<file path="config.mk">
export PLATFORM = sky130hd
export DESIGN_NAME = packet_builder_flat
export DESIGN_NICKNAME = d
export VERILOG_FILES = /design/src/rtl/packet_builder_pkg.sv /design/src/rtl/packet_builder_if.sv /design/src/rtl/packet_builder.sv /design/src/flat_wrapper.sv
export SDC_FILE = /design/constraint.sdc
export NUM_CORES = 1
export LEC_CHECK = 0
export CORE_AREA = 5 5 83 104
export CTS_CLUSTER_DIAMETER = 60
export DETAILED_ROUTE_END_ITERATION = 12
export DIE_AREA = 0 0 88 109
export PLACE_DENSITY = 0.75
export SLEW_MARGIN = 10
export SYNTH_ARGS = -nofsm -noshare
export SYNTH_HDL_FRONTEND = slang
export SYNTH_SLANG_ARGS = --single-unit
</file>
<file path="constraint.sdc">
create_clock -name clk -period 1.9 [get_ports clk]
set_input_delay 0.38 -clock clk [delete_from_list [all_inputs] [get_ports clk]]
set_output_delay 0.38 -clock clk [all_outputs]
set_load 0.01 [all_outputs]
</file>
<file path="src/rtl/packet_builder_pkg.sv">
// packet_builder_pkg
//   Shared constants, the frame state enum and small helpers for the
//   packet builder. The frame is SOF, CMD_H, CMD_L, LEN_H, LEN_L,
//   payload bytes, checksum and EOF.
package packet_builder_pkg;

  localparam int COMMAND_WIDTH = 16;
  localparam int LENGTH_WIDTH  = 16;

  localparam logic [7:0] SOF_BYTE = 8'hA5;
  localparam logic [7:0] EOF_BYTE = 8'h5A;

  typedef enum logic [3:0] {
    IDLE    = 4'd0,
    SOF     = 4'd1,
    CMD_H   = 4'd2,
    CMD_L   = 4'd3,
    LEN_H   = 4'd4,
    LEN_L   = 4'd5,
    PAYLOAD = 4'd6,
    CSUM    = 4'd7,
    EOF     = 4'd8,
    GUARD   = 4'd9,
    DONE    = 4'd10
  } state_t;

  // Running XOR checksum over the issued header and payload bytes.
  function automatic logic [7:0] csum_fold(input logic [7:0] acc, input logic [7:0] b);
    return acc ^ b;
  endfunction

  // State entered once the guard cycle after a byte issued in state s ends.
  // remaining is the payload count left after that byte was issued.
  function automatic state_t state_after(input state_t s,
                                         input logic [LENGTH_WIDTH-1:0] remaining);
    state_t nxt;
    case (s)
      SOF:     nxt = CMD_H;
      CMD_H:   nxt = CMD_L;
      CMD_L:   nxt = LEN_H;
      LEN_H:   nxt = LEN_L;
      LEN_L:   nxt = (remaining != 16'd0) ? PAYLOAD : CSUM;
      PAYLOAD: nxt = (remaining != 16'd0) ? PAYLOAD : CSUM;
      CSUM:    nxt = EOF;
      EOF:     nxt = DONE;
      default: nxt = IDLE;
    endcase
    return nxt;
  endfunction

endpackage

</file>
<file path="src/rtl/packet_builder_if.sv">
// packet_builder_if
//   Byte-stream bundle around the packet builder.
//   payload_data/payload_valid/payload_ready : filter byte stream into the builder
//   UART_data/UART_is_new/UART_ready         : byte handoff to the UART transmitter
//   master : the builder's view; slave : the surrounding environment's view.
interface packet_builder_if;
  logic [7:0] payload_data;
  logic       payload_valid;
  logic       payload_ready;
  logic [7:0] UART_data;
  logic       UART_is_new;
  logic       UART_ready;

  modport master (
    input  payload_data, payload_valid, UART_ready,
    output payload_ready, UART_data, UART_is_new
  );

  modport slave (
    output payload_data, payload_valid, UART_ready,
    input  payload_ready, UART_data, UART_is_new
  );
endinterface

</file>
<file path="src/rtl/packet_builder.sv">
// packet_builder
//   Frames a payload byte stream into SOF, command (2 bytes, MSB first),
//   length (2 bytes, MSB first), payload, XOR checksum, EOF, and hands the
//   bytes one at a time to the UART transmitter.
// Ports:
//   clk     : system clock
//   rst     : asynchronous reset, active low
//   start   : one-cycle frame request, only honoured in IDLE
//   command : command echoed in the header, latched on accepted start
//   length  : payload byte count, latched on accepted start
//   bus     : payload stream in, UART byte handoff out (master view)
//   busy    : frame in progress
//   done    : one-cycle pulse once EOF has been handed to the UART
module packet_builder
  import packet_builder_pkg::*;
(
  input  logic                     clk,
  input  logic                     rst,
  input  logic                     start,
  input  logic [COMMAND_WIDTH-1:0] command,
  input  logic [LENGTH_WIDTH-1:0]  length,
  packet_builder_if.master         bus,
  output logic                     busy,
  output logic                     done
);

  state_t                    state_r;
  state_t                    after_guard_r;
  logic [COMMAND_WIDTH-1:0]  cmd_r;
  logic [LENGTH_WIDTH-1:0]   remaining_r;
  logic [7:0]                csum_r;
  logic [7:0]                uart_data_r;
  logic                      uart_is_new_r;
  logic                      busy_r;
  logic                      done_r;

  logic [7:0]                byte_s;
  logic                      csum_en_s;
  logic                      issue_s;
  logic [LENGTH_WIDTH-1:0]   rem_after_s;

  assign bus.UART_data     = uart_data_r;
  assign bus.UART_is_new   = uart_is_new_r;
  assign busy              = busy_r;
  assign done              = done_r;
  // GUARD is its own state, so being in PAYLOAD already implies no guard pending.
  assign bus.payload_ready = (state_r == PAYLOAD) && bus.UART_ready;

  // Byte selection and issue condition for the current byte state.
  always_comb begin
    byte_s    = 8'h00;
    csum_en_s = 1'b0;
    issue_s   = 1'b0;
    case (state_r)
      SOF:     begin byte_s = SOF_BYTE;     issue_s = bus.UART_ready; end
      CMD_H:   begin byte_s = cmd_r[15:8];  csum_en_s = 1'b1; issue_s = bus.UART_ready; end
      CMD_L:   begin byte_s = cmd_r[7:0];   csum_en_s = 1'b1; issue_s = bus.UART_ready; end
      LEN_H:   begin byte_s = remaining_r[15:8]; csum_en_s = 1'b1; issue_s = bus.UART_ready; end
      LEN_L:   begin byte_s = remaining_r[7:0];  csum_en_s = 1'b1; issue_s = bus.UART_ready; end
      PAYLOAD: begin
        byte_s    = bus.payload_data;
        csum_en_s = 1'b1;
        issue_s   = bus.UART_ready && bus.payload_valid;
      end
      CSUM:    begin byte_s = csum_r;       issue_s = bus.UART_ready; end
      EOF:     begin byte_s = EOF_BYTE;     issue_s = bus.UART_ready; end
      default: begin byte_s = 8'h00; end
    endcase
  end

  // Payload count left once the byte now being issued is accounted for.
  always_comb begin
    if (state_r == PAYLOAD) begin
      rem_after_s = remaining_r - 16'd1;
    end else begin
      rem_after_s = remaining_r;
    end
  end

  // Frame FSM: latch on start, issue one byte per state, guard, then advance.
  // remaining_r holds the latched length through the header, so LEN_H/LEN_L
  // read it directly before the payload starts counting it down.
  always_ff @(posedge clk or negedge rst) begin
    if (!rst) begin
      state_r       <= IDLE;
      after_guard_r <= IDLE;
      cmd_r         <= 16'h0000;
      remaining_r   <= 16'h0000;
      csum_r        <= 8'h00;
      uart_data_r   <= 8'h00;
      uart_is_new_r <= 1'b0;
      busy_r        <= 1'b0;
      done_r        <= 1'b0;
    end else begin
      uart_is_new_r <= 1'b0;
      done_r        <= 1'b0;
      case (state_r)
        IDLE: begin
          if (start) begin
            cmd_r       <= command;
            remaining_r <= length;
            csum_r      <= 8'h00;
            busy_r      <= 1'b1;
            state_r     <= SOF;
          end
        end
        // The transmitter needs this cycle to drop UART_ready after is_new.
        GUARD: begin
          state_r <= after_guard_r;
          if (after_guard_r == DONE) begin
            busy_r <= 1'b0;
            done_r <= 1'b1;
          end
        end
        DONE: begin
          state_r <= IDLE;
        end
        default: begin
          if (issue_s) begin
            uart_data_r   <= byte_s;
            uart_is_new_r <= 1'b1;
            if (csum_en_s) begin
              csum_r <= csum_fold(csum_r, byte_s);
            end
            remaining_r   <= rem_after_s;
            after_guard_r <= state_after(state_r, rem_after_s);
            state_r       <= GUARD;
          end
        end
      endcase
    end
  end

endmodule

</file>
<file path="src/flat_wrapper.sv">
// flat-port wrapper written by rule: the top's interface ports become plain ports
module packet_builder_flat import packet_builder_pkg::*;
  (clk, rst, start, command, length, busy, done, bus_payload_data, bus_payload_valid, bus_UART_ready, bus_payload_ready, bus_UART_data, bus_UART_is_new);
  packet_builder_if bus_i ();
  input  logic clk;
  input  logic rst;
  input  logic start;
  input  logic [COMMAND_WIDTH-1:0] command;
  input  logic [LENGTH_WIDTH-1:0] length;
  output logic busy;
  output logic done;
  input wire logic [$bits(bus_i.payload_data)-1:0] bus_payload_data;
  input wire logic [$bits(bus_i.payload_valid)-1:0] bus_payload_valid;
  input wire logic [$bits(bus_i.UART_ready)-1:0] bus_UART_ready;
  output wire logic [$bits(bus_i.payload_ready)-1:0] bus_payload_ready;
  output wire logic [$bits(bus_i.UART_data)-1:0] bus_UART_data;
  output wire logic [$bits(bus_i.UART_is_new)-1:0] bus_UART_is_new;
  assign bus_i.payload_data = bus_payload_data;
  assign bus_i.payload_valid = bus_payload_valid;
  assign bus_i.UART_ready = bus_UART_ready;
  assign bus_payload_ready = bus_i.payload_ready;
  assign bus_UART_data = bus_i.UART_data;
  assign bus_UART_is_new = bus_i.UART_is_new;
  packet_builder u_core (.clk(clk), .rst(rst), .start(start), .command(command), .length(length), .bus(bus_i), .busy(busy), .done(done));
endmodule
</file>
==> impl_metrics.ini, run 1 <==
[die]
io_pins = 57
core_area_sq_um = 7610
die_area_sq_um = 9590
start_util_pct = 47.4
die_w_um = 88
die_y_um = 109
placementRows = 36

[final_layout]
final_core_util_pct = 67.3
fin_nets = 538
layout-drive-gt1-share_pct = 31.7
antenna_cells = 0
final_area_sq_um = 5120
layout-area-overhead-vs-synth_pct = 42.1

[global_route]
antenna_found_initial = 0
grt_pass1_wl_mm = 18.0
grt_overflow = 0
grt_start_max_net_pins = 60
track_usage_pct = 24.5
grt_pass1_vias = 3610

[route]
vias = 3504
drcViolationCount = 0
routedWlPerCell_um = 18.9
drtAntennaViolNets = 0
wl_mm = 11.2
drt-pass1-iter-count = 5
via_per_inst = 5.93
drtIter0Drc = 207

[setup_path]
cp-end-kind = flop
r2r_start = u_core.state_r[1]$_DFFE_PN0P_
required_ns = 2.17
worstPathMaxFanout = 6
worst_setup_path_start_kind = flop
arrival_ns = 2.30
critPathLaunch = u_core.state_r[1]$_DFFE_PN0P_
critPathKind = flop to flop

[sta]
worst_pin_slew_ns = 0.490
finalHoldViolations = 0
slew_violations = 0
slew_headroom_pct = 67.1
fin_skew_ns = 0.00557
rsz0062_at_grt = true
fin_crit_sh_pct = 107
timing.final.ws_setup_ns = -0.132
max_freq_mhz = 492
setup_tns_ns = -3.04
setup-violations-final = 43
finalCriticalPeriod_ns = 2.03

[pwr]
swShare_pct = 42.5
powerDensity_nw_per_um2 = 1710
power.internal_mw = 5.04
power_frac_seq_pct = 26.4
peakVddDrop_mv = 0.816
p_comb_share_pct = 59.2
netSwitchingPower_mw = 3.72
p_leak_nw = 2.19
power_frac_clock_pct = 14.3
total_power_mw = 8.77

[placed_design]
placed_area_sq_um = 4580
port_buffers = 56
dp_slack_ns = -0.216
place.gp.congestion = 0.906
dpl.hpwl_mm = 7.99

[synth]
yosysMostFrequentCell = dfrtp_1
syn_area_sq_um = 3610
ys.flop_type = dfrtp_1
ys_types = 64
synth-async-reset-ratio_pct = 100
synth_edf_count = 0
synthTopCellsByCount = dfrtp_1, nand2_1, a21oi_1
syn_inst = 387
synth_area_per_cell_sq_um = 9.32
ys_ff_latch = 59
synth_top_area_share_pct = 40.9
netlist.top_cell.by_area = dfrtp_1
synthTopCellsByArea = dfrtp_1, mux2_2, a21oi_1
synthesis.nets = 433
yosysSeqAreaShare_pct = 40.9
ys_warn_count = 0

[clocking]
hold_buffers = 0
clock-root-buffer = clkbuf_8
cts_htree_levels = 3
cts_tree = done
insertion_delay_ns = 0.35
clkTransAtPathRegs_ns = 0.07
cts_sinks = 59
numCtsBuffers = 9
cts_buffer_depth = 2

[hold_path]
hp-class = input pin to asynchronous set/reset pin

[run_status]
violations = setup timing
outcome = finished with violations

[flow_run]
drv_cap = 0
[power by group through the flow]
stage	Sequential, mW	Combinational [mW]	Clock (mW)
after floorplan	2.24	2.86	0
after global placement	2.29	4.34	0
after detailed placement	2.32	4.44	0
after CTS	2.30	4.87	1.26
after global routing	2.39	5.58	1.32
final	2.32	5.19	1.25
[per-stage QoR]
stage | hold slack [ns] | std cells
final | 0.0305 | 591
after global routing | 0.0545 | 591
after detailed placement | 0.418 | 566
after CTS | 0.0418 | 587
after global placement | 0.414 | 566
after floorplan | 0.0844 | 387
[final timing paths]
check	to	slack, ns	cells after the start
worst min register to register	u_core.bus.UART_data[0]$_DFFE_PN0P_	0.48	2
max in group asynchronous	u_core.bus.UART_data[4]$_DFFE_PN0P_	1.59	2
worst max-delay path	u_core.csum_r[0]$_DFFE_PN0P_	-0.13	7
min in group clk	u_core.bus.UART_data[0]$_DFFE_PN0P_	0.48	2
worst min-delay path	u_core.remaining_r[3]$_DFFE_PN0P_	0.03	2
worst max register to register	u_core.csum_r[0]$_DFFE_PN0P_	-0.13	7
[cell families after synthesis]
kind of cell	synth area share, %
xor+xnor	0.729
compound gates	21.4
buf+inv	6.00
flops	40.9
fa+ha+maj	0.347
simple gates	19.4
mux	11.2
[registers in the layout, indices dropped and copies added (netlist names)]
name	count
u_core.done	1
u_core.state_r	4
u_core.bus.UART_data	8
u_core.csum_r	8
u_core.busy	1
u_core.bus.UART_is_new	1
u_core.remaining_r	16
u_core.after_guard_r	4
u_core.cmd_r	16
[final cells by class]
class	count	area (sq um)
fill	589	2490
inverter	17	63.8
timing repair buffer	121	1110
clock buffer	14	183
tap	95	119
clock inverter	1	30.0
sequential	59	1480
multi-input combinational	284	2140
[worst max-delay path: stages, from the launching register on]
cell	delay, ns
dfrtp_1	0.39
buf_6	0.12
or4_4	0.55
and3_4	0.22
a21o_4	0.24
buf_6	0.13
nand4_1	0.10
mux2i_1	0.20
[timing repair]
item                       in CTS  in global routing
resized for setup              34                 30
pin swaps                       8                  5
setup endpoints to repair      37                 53
gates cloned                    0                  0
buffers inserted                6                  4
[placed cells by master, fill, tap and decap left out, types with 4 or more instances in the layout]
cell / n
a21oi_1: 28
a21oi_2: 11
buf_6: 9
nand2_1: 40
clkbuf_8: 13
o31ai_1: 4
or2_2: 4
buf_4: 53
nor2_1: 14
mux2_2: 20
nor3_1: 4
nor4_2: 5
o32ai_1: 5
nor2b_1: 4
nand3_1: 5
inv_1: 16
a31oi_1: 4
dfrtp_1: 59
o22a_1: 4
nand4_1: 7
clkdlybuf4s50_1: 54
a22oi_1: 4
o21ai_0: 20
o22ai_1: 4
mux2i_1: 11
[layer usage]
| layer | wire [um] | up-vias | global-route usage, % | share of wire [%] |
|---|---|---|---|---|
| met5 | 0 | - | 0 | 0 |
| met1 | 4580 | 1704 | 30.3 | 41 |
| met3 | 569 | 38 | 4.69 | 5.1 |
| met2 | 5620 | 120 | 40.9 | 50 |
| li1 | - | 1642 | - | - |
| met4 | 427 | 0 | 11.5 | 3.8 |
Note: power is estimated with default switching activity, not from simulation.
==> inputs of run 2 (changes only) <==
GPL_TIMING_DRIVEN = 0   (was unset)
==> run 2 against run 1 <==
  * The flow still finishes with violations (setup timing)
  * First-iteration DRC count up 40%
  * Global-route usage down 0.65 points
  * Worst setup slack better by 0.045 ns
  * Non-clock buffer count decreased by 18
  * Clock power grew 20%
  * Sequential power rose by 8%
  * Cell count shrank 2.9%
  * Clock skew increased by 0.0073 ns
  * Utilization shrank 1.0 points
  * Hold slack improved by 0.057 ns
  * Combinational power is 6.2% lower
  * Register-to-register slack better by 0.05 ns
  * Highest routed layer unchanged
==> impl_metrics.ini, run 2 (synthesized netlist as in run 1, its figures left out) <==
[die]
core_area_sq_um = 7610
placementRows = 36
start_util_pct = 47.4
die_area_sq_um = 9590
die_y_um = 109
die_w_um = 88
io_pins = 57

[pwr]
powerDensity_nw_per_um2 = 1760
p_leak_nw = 2.12
peakVddDrop_mv = 0.928

[sta]
fin_skew_ns = 0.0128
setup_tns_ns = -0.865
rsz0062_at_grt = true
finalCriticalPeriod_ns = 1.99
timing.final.ws_setup_ns = -0.0863
setup-violations-final = 33
finalHoldViolations = 0
slew_headroom_pct = 48.6
slew_violations = 0
max_freq_mhz = 503
worst_pin_slew_ns = 0.771
fin_crit_sh_pct = 105

[route]
vias = 3594
wl_mm = 11.5
drtIter0Drc = 290
routedWlPerCell_um = 20.0
drtAntennaViolNets = 0
drt-pass1-iter-count = 5
drcViolationCount = 0
via_per_inst = 6.26

[setup_path]
critPathKind = flop to flop
cp-end-kind = flop
crit_top_cell = buf_8
r2r_start = u_core.state_r[1]$_DFFE_PN0P_
required_ns = 2.12
r2r_end = u_core.csum_r[5]$_DFFE_PN0P_
critical-path-max-stage-delay_ns = 0.57
reg2reg_slack_ns = -0.09
arrival_ns = 2.21
worst_setup_path_start_kind = flop
worstPathMaxFanout = 9
path_cells = or4_4, buf_8, nor2_8, buf_8, a21oi_4, a2111o_1, mux2i_1
slowest_stage = or4_4
r2r_cells = 7

[final_layout]
reg_top3 = u_core.cmd_r: 16 flops, u_core.remaining_r: 16 flops
antenna_cells = 0
layout-drive-gt1-share_pct = 27.3
final_core_util_pct = 66.3
layout_commonest_cell = clkdlybuf4s50_1
final_area_sq_um = 5050
fin_nets = 520
final_cell_mix = clkdlybuf4s50_1, dfrtp_1, nand2_1
layout-area-overhead-vs-synth_pct = 39.9

[clocking]
cts_tree = done
numCtsBuffers = 9
hold_buffers = 0
cts_buffer_depth = 2
insertion_delay_ns = 0.35
clock-root-buffer = clkbuf_8
clkTransAtPathRegs_ns = 0.08
cts_sinks = 59
cts_htree_levels = 3

[global_route]
grt_overflow = 0
grt_pass1_vias = 3410
antenna_found_initial = 0
track_usage_pct = 23.9
grt_start_max_net_pins = 60
grt_pass1_wl_mm = 17.3

[placed_design]
placed_area_sq_um = 4300
dpl.hpwl_mm = 7.80
dp_slack_ns = -0.759
port_buffers = 56
place.gp.congestion = 0.936

[run_status]
outcome = finished with violations
violations = setup timing

[flow_run]
drv_cap = 0

[hold_path]
hp-class = input pin to asynchronous set/reset pin
==> run 2: changes by cell type in the layout (fill, tap and decap cells not counted), moves of 4 or more <==
cell	previous run	this run
a21oi_1	28	38
a21oi_2	11	1
buf_4	53	27
clkbuf_1	1	5
dfrtp_1	59	53
dfrtp_2	0	6
nor4_4	0	4
==> run 2: per-stage QoR <==
step                      hold WS, ns  instances  power, mW
final                          0.0873        574       8.87
after global routing            0.177        574       9.31
after CTS                       0.123        569       8.52
after detailed placement        0.467        538       6.40
after global placement          0.464        538       6.31
after floorplan                0.0844        387       5.11
==> run 2: cell type report <==
class / instances / area, sq um
clock buffers: 12 / 165
plain buffers: 25 / 213
fillers: 583 / 2560
clock inverters: 4 / 95.1
multi-input cells: 284 / 2170
well taps: 95 / 119
repair buffers: 78 / 737
inverters: 17 / 66.3
flip-flops and latches: 59 / 1480
==> run 2: layer usage <==
metal	track usage, %	vias up	share of wire, %
met2	41.1	201	50
li1	-	1614	-
met4	11.3	0	4.3
met3	4.31	48	7.6
met1	28.5	1731	38
met5	0	-	0
==> run 2: worst max-delay path: cells and delay by family (launching register included) <==
family / cells / cell delay (ns)
and+or+nand+nor: 2 / 0.65
DFF: 1 / 0.42
AOI/OAI and AO/OA: 2 / 0.38
muxes: 1 / 0.13
buffers and inverters: 2 / 0.28
==> run 2: worst max path at each step <==
stage | endpoint | cells past startpoint | from | slack, ns
after global placement | u_core.bus.UART_data[0]$_DFFE_PN0P_ | 1 | rst | -1.51
after CTS | u_core.csum_r[5]$_DFFE_PN0P_ | 7 | u_core.state_r[3]$_DFFE_PN0P_ | -0.06
after global routing | u_core.csum_r[5]$_DFFE_PN0P_ | 7 | u_core.state_r[1]$_DFFE_PN0P_ | -0.11
after detailed placement | u_core.csum_r[2]$_DFFE_PN0P_ | 6 | u_core.state_r[1]$_DFFE_PN0P_ | -0.76
final | u_core.csum_r[5]$_DFFE_PN0P_ | 7 | u_core.state_r[1]$_DFFE_PN0P_ | -0.09
after floorplan | u_core.csum_r[7]$_DFFE_PN0P_ | 7 | u_core.state_r[0]$_DFFE_PN0P_ | -0.03
==> run 2: report_power, final <==
part	switching [mW]	internal [mW]	total (mW)
sequential	0.646	1.85	2.50
combinational	2.62	2.25	4.87
clock	0.527	0.977	1.50
==> run 2: timing repair <==
action,in CTS,in global routing
hold endpoints to repair,0,0
resized for setup,50,32
pin swaps,6,12
endpoints found under the setup margin,48,50
setup buffers,15,6
gates cloned,1,0
